$ cat config.mk
export PLATFORM = sky130hd
export DESIGN_NAME = write_memory
export DESIGN_NICKNAME = d
export VERILOG_FILES = /design/src/rtl/write_memory.sv
export SDC_FILE = /design/constraint.sdc
export NUM_CORES = 1
export LEC_CHECK = 0
export BUFFER_PORTS_ARGS = -buffer_cell sky130_fd_sc_hd__buf_4
export CORE_MARGIN = 1
export CORE_UTILIZATION = 48
export CTS_BUF_LIST = sky130_fd_sc_hd__clkbuf_8
export CTS_CLUSTER_DIAMETER = 150
export CTS_CLUSTER_SIZE = 10
export DETAILED_ROUTE_END_ITERATION = 7
export PLACE_DENSITY = 0.81
export SLEW_MARGIN = 20
export SYNTH_ARGS = -nofsm -noshare
export SYNTH_HDL_FRONTEND = slang
export SYNTH_SLANG_ARGS = --single-unit
$ cat constraint.sdc
create_clock -name clka -period 1.65 [get_ports clka]
set_clock_uncertainty 0.1 [all_clocks]
set_input_delay 0 -clock clka [delete_from_list [all_inputs] [get_ports clka]]
set_output_delay 0 -clock clka [all_outputs]
set_load 0.05 [all_outputs]
$ cat src/rtl/write_memory.sv
// Sequential pixel writer for a single-port image block RAM.
// Accepts a valid/ready pixel stream after a start pulse and writes each
// accepted pixel to consecutive RAM addresses beginning at start_address.
// After frame_len pixels the block parks in DONE until the next start.
// The RAM write port (wea/addra/dina) is fully registered, so a pixel
// accepted on one edge is written to the RAM on the following edge.
module write_memory #(
    parameter int          data_width    = 8,
    parameter int          addr_width    = 15,
    parameter int unsigned start_address = 0,
    parameter int unsigned frame_len     = 20000
) (
    input  logic                  clka,
    input  logic                  rsta_n,
    input  logic                  start,
    input  logic [data_width-1:0] in_data,
    input  logic                  in_valid,
    output logic                  in_ready,
    output logic                  wea,
    output logic [addr_width-1:0] addra,
    output logic [data_width-1:0] dina,
    output logic [addr_width:0]   count,
    output logic                  done,
    output logic                  overrun
);

    typedef enum logic [1:0] {
        IDLE  = 2'd0,
        WRITE = 2'd1,
        DONE  = 2'd2
    } state_t;

    // Base address truncated to the RAM address width; offsets wrap silently.
    localparam logic [addr_width-1:0] start_addr = addr_width'(start_address);
    // Count value at which the next accepted pixel completes the frame.
    localparam logic [addr_width:0]   last_count = (addr_width + 1)'(frame_len - 1);

    state_t                  state_reg;
    logic                    wea_reg;
    logic [addr_width-1:0]   addra_reg;
    logic [data_width-1:0]   dina_reg;
    logic [addr_width:0]     count_reg;
    logic                    done_reg;
    logic                    overrun_reg;

    logic                    accept;
    logic                    start_ok;

    // Ready depends only on state so the upstream stage never sees a
    // combinational path from its own valid back to ready.
    assign in_ready = (state_reg == WRITE);
    assign accept   = in_valid && in_ready;
    // A start pulse is only honoured outside an active frame.
    assign start_ok = start && (state_reg != WRITE);

    assign wea      = wea_reg;
    assign addra    = addra_reg;
    assign dina     = dina_reg;
    assign count    = count_reg;
    assign done     = done_reg;
    assign overrun  = overrun_reg;

    // Frame FSM plus the registered RAM write port and status flags.
    always_ff @(posedge clka or negedge rsta_n) begin
        if (!rsta_n) begin
            state_reg   <= IDLE;
            wea_reg     <= 1'b0;
            addra_reg   <= start_addr;
            dina_reg    <= '0;
            count_reg   <= '0;
            done_reg    <= 1'b0;
            overrun_reg <= 1'b0;
        end else if (start_ok) begin
            // New frame: clearing overrun here takes priority over a
            // simultaneous in_valid, which is not accepted on this edge.
            state_reg   <= WRITE;
            wea_reg     <= 1'b0;
            count_reg   <= '0;
            done_reg    <= 1'b0;
            overrun_reg <= 1'b0;
        end else begin
            if (in_valid && (state_reg != WRITE)) begin
                overrun_reg <= 1'b1;
            end
            if (accept) begin
                wea_reg   <= 1'b1;
                addra_reg <= start_addr + count_reg[addr_width-1:0];
                dina_reg  <= in_data;
                count_reg <= count_reg + 1'b1;
                if (count_reg == last_count) begin
                    state_reg <= DONE;
                    done_reg  <= 1'b1;
                end
            end else begin
                // Address and data hold; only the strobe drops.
                wea_reg <= 1'b0;
            end
        end
    end

endmodule

# Yosys cells after proc, flatten, opt, wreduce, memory -nomap -nowiden
# Cells that the tools add are included.
# op_classes
add_sub_neg,1
n_eq_ne,3
n_mux,12
n_bitwise,1
reduce_logical,8
# op_table
op,count
$mux 16,2
$add 16x1->16 const B,1
$eq 16x15->1 const B,1
$mux 1,7
$mux 2,3
$reduce_bool 2->1,3
$reduce_and 2->1,2
$logic_and 1x1->1,3
$eq 2x1->1 const B,1
$ne 2x1->1 const B,1
$not 1->1,1
# totals
ff_bits,44
in_bits,12
output_inout_bits,43
elab_cells,32

# Depth between registers and ports, before layout
# logic_depth
ltp_word,4
mapped_depth,7
ltp_nobuf,6

# Worst setup path after synthesis
# No wires, ideal clock.
# synth_path
path_type,register to register
startpoint,register done (netlist name)
endpoint,"register addra_reg[2], in the netlist addra[2]"
setup_ps,68
t_arrival_ps,1976
t_required_ps,1482
slack_ps,-494
stages_incl_launch_ff,8
n_path_buf,2
period_less_slack_ps,2144
cell_sequence,dfrtp_1 -> nand2b_1 -> inv_1 -> nand2_1 -> clkbuf_1 -> buf_1 -> nand2_1 -> nand2_1
# synth_rtl
element,line,rtl
end signal: assignment,68,addra_reg <= start_addr;
end signal: assignment,87,addra_reg <= start_addr + count_reg[addr_width-1:0];
end: declaration,40,logic [addr_width-1:0] addra_reg;

==> out/results.ini <==
[status]
status = finished with violations
violations = negative setup slack

[sta]
max_freq_mhz = 560
rsz0062_at_grt = yes
finalCritPeriodShare_pct = 108
tightest_slew_ps = 523
fin_ws_ps = -136
slew_headroom_pct = 65.1
report.final.slew_viol_count = 0
whs_ps = 110
fin_crit_ps = 1790
hold_violations = 0
finalSetupViolCount = 7
fin_setup_tns_ps = -611

[final_layout]
final_area_um2 = 2890
largest_register_ff_count = 16
area_growth_pct = 53.4
finalCoreUtilization_pct = 77.7
drive_above_1_share_pct = 41.0
n_antenna_cell = 0
nNetsFinal = 306

[die]
ios = 55
die-area_um2 = 4180
die_w_um = 64.6
rows = 22
initial_utilization_pct = 50.7
die_h_um = 64.6
core_area_um2 = 3720

[grt]
gr-total-overflow = 0
first_global_vias = 1792
grt_max_degree = 44
grt_pass1_wl_um = 8330
antenna_found_initial = 0
grt.total_usage_pct = 26.6

[synthesis]
ys_types = 34
synth-main-ff-cell = dfrtp_1
yosysTopAreaCellShare_pct = 57.1
syn_nets = 215
synth_top_area_cell = dfrtp_1
synth-seq-cells = 43
yosysSeqAreaShare_pct = 57.1
postSynthCellCount = 202
synth_edf_count = 0
synthArstFlopShare_pct = 100
syn_area_per_cell_um2 = 9.32
synth_area_um2 = 1880
synth.most_common_cell = nand2_1
synthTopCellsByCount = 77 x nand2_1, 43 x dfrtp_1, 12 x nor2_1
synthTopCellsByArea = dfrtp_1 57%, nand2_1 15%, nor2_1 2.4%
yosysWarnings = 0

[setup_path]
worst_path_max_delay_cell = or4b_4
crit_buf_inv = 0
crit_chain = nand4b_4 > or4b_4 > or3_1 > a21oi_2
start_kind = flop
worstRegToRegCells = 4
worstPathArrival_ps = 1920
critPathCaptureType = flop
startpoint = done
path_depth = 4
path_delay_family = simple AND/OR/NAND/NOR gates
critPathMaxStageDelay_ps = 530
required_ps = 1790
path_class = reg -> reg
r2r-start = done
cp_max_fo = 5

[clocking]
cts_inserted_buffers = 5
htree_levels = 2
cts_max_path_buffers = 2
cts_tree = done
path_clk_slew_ps = 80
worstSkewPairLatency_ps = 300
root_buffer = clkbuf_8
tritoncts_num_sinks = 43

[route]
antenna_left = 0
routed_via_density = 5.37
first_pass_iters = 4
vias = 1831
wire_per_inst_um = 15.2
drt_first_iter_violations = 155
drc = 0
routed_wl_um = 5170

[placed_design]
placed_area_um2 = 2560
io_buffers = 54
hpwl_um = 3330
gp_congestion = 0.815

[power_and_ir_drop]
p_leak_uw = 0.00150
p_per_area_nw_per_um2 = 1120
peakVddDrop_mv = 0.722

[run]
max_cap_viol_count = 0

[worst_hold_path]
hold_path.class = in -> async

final cells by class:
type,instances,area (um^2)
clock buffers,6,82.6
clock inverters,1,5.00
inverters,5,27.5
well taps,48,60.1
fillers,260,828
flip-flops and latches,43,1090
multi-input cells,146,900
repair buffers,92,724
path summary, 6_finish.rpt:
path	slack (ps)	to
setup / recovery	-140	count[11]
hold / removal	110	dina[7]
setup reg to reg	-140	count[11]
hold reg to reg	370	dina[6]
max in group asynchronous	950	count[5]
min in group clka	180	count[13]
worst reg2reg max path: stages, from the launching register on:
cell and delay, ps:
dfrtp_2 410, nand4b_4 180, or4b_4 530, or3_1 360, a21oi_2 140
layout by cell type, fill, tap and decap left out, types with 2 or more instances in the layout:
cell type / Yosys / final
and4_1: 3 / 3
nand2_4: 0 / 2
nand3_2: 0 / 2
a21oi_2: 0 / 2
and3_1: 2 / 2
xnor2_1: 5 / 5
dlygate4sd3_1: 0 / 12
nor4_4: 0 / 2
nor2_1: 12 / 11
a21o_1: 2 / 2
nand2_1: 77 / 75
o21ai_0: 5 / 4
a21oi_1: 4 / 2
inv_1: 5 / 3
dfrtp_1: 43 / 33
or3_4: 0 / 2
buf_4: 0 / 79
dfrtp_2: 0 / 10
clkbuf_8: 0 / 6
nand3_1: 4 / 2
nand4_1: 5 / 5
xor2_1: 3 / 2
kinds of logic (layout without fill, tap and decap cells):
| group | Yosys count | count (layout) | synth area share (%) |
|---|---|---|---|
| buffers and inverters | 13 | 104 | 2.72 |
| AND/OR/NAND/NOR | 121 | 121 | 30.3 |
| multiplexers | 1 | 1 | 0.532 |
| AO/OA/AOI/OAI | 15 | 15 | 4.92 |
| flip-flops | 43 | 43 | 57.1 |
| adder cells (fa/ha/maj) | 1 | 1 | 0.664 |
| XOR/XNOR | 8 | 8 | 3.72 |
per-stage QoR:
step	worst slack [ps]	power, uW	cells
floorplan	-247	2060	202
global placement	-21.5	2470	320
detailed placement	-112	2500	320
CTS	-98.0	3200	340
global route	-193	3370	341
finish	-136	3230	341
timing repair:
item	in CTS	in global routing
pin swaps	1	4
endpoints found under the setup margin	21	33
endpoints found under the hold margin	53	1
hold buffers	11	1
gates resized for setup	6	13
buffers inserted	2	0
metal layers:
| layer | GRT usage, % | share of wire (%) |
|---|---|---|
| met1 | 34.1 | 41 |
| met2 | 43.0 | 51 |
| met3 | 4.93 | 6.3 |
| met5 | 0 | 0 |
| met4 | 13.6 | 2.0 |
report_power, final:
part | leakage (uW) | total [uW] | internal, uW | switching, uW
Sequential | 0.000553 | 1290 | 1190 | 102
Combinational | 0.000905 | 1260 | 426 | 829
Clock | 0.0000470 | 681 | 328 | 353
(Power assumes the default switching activity.)
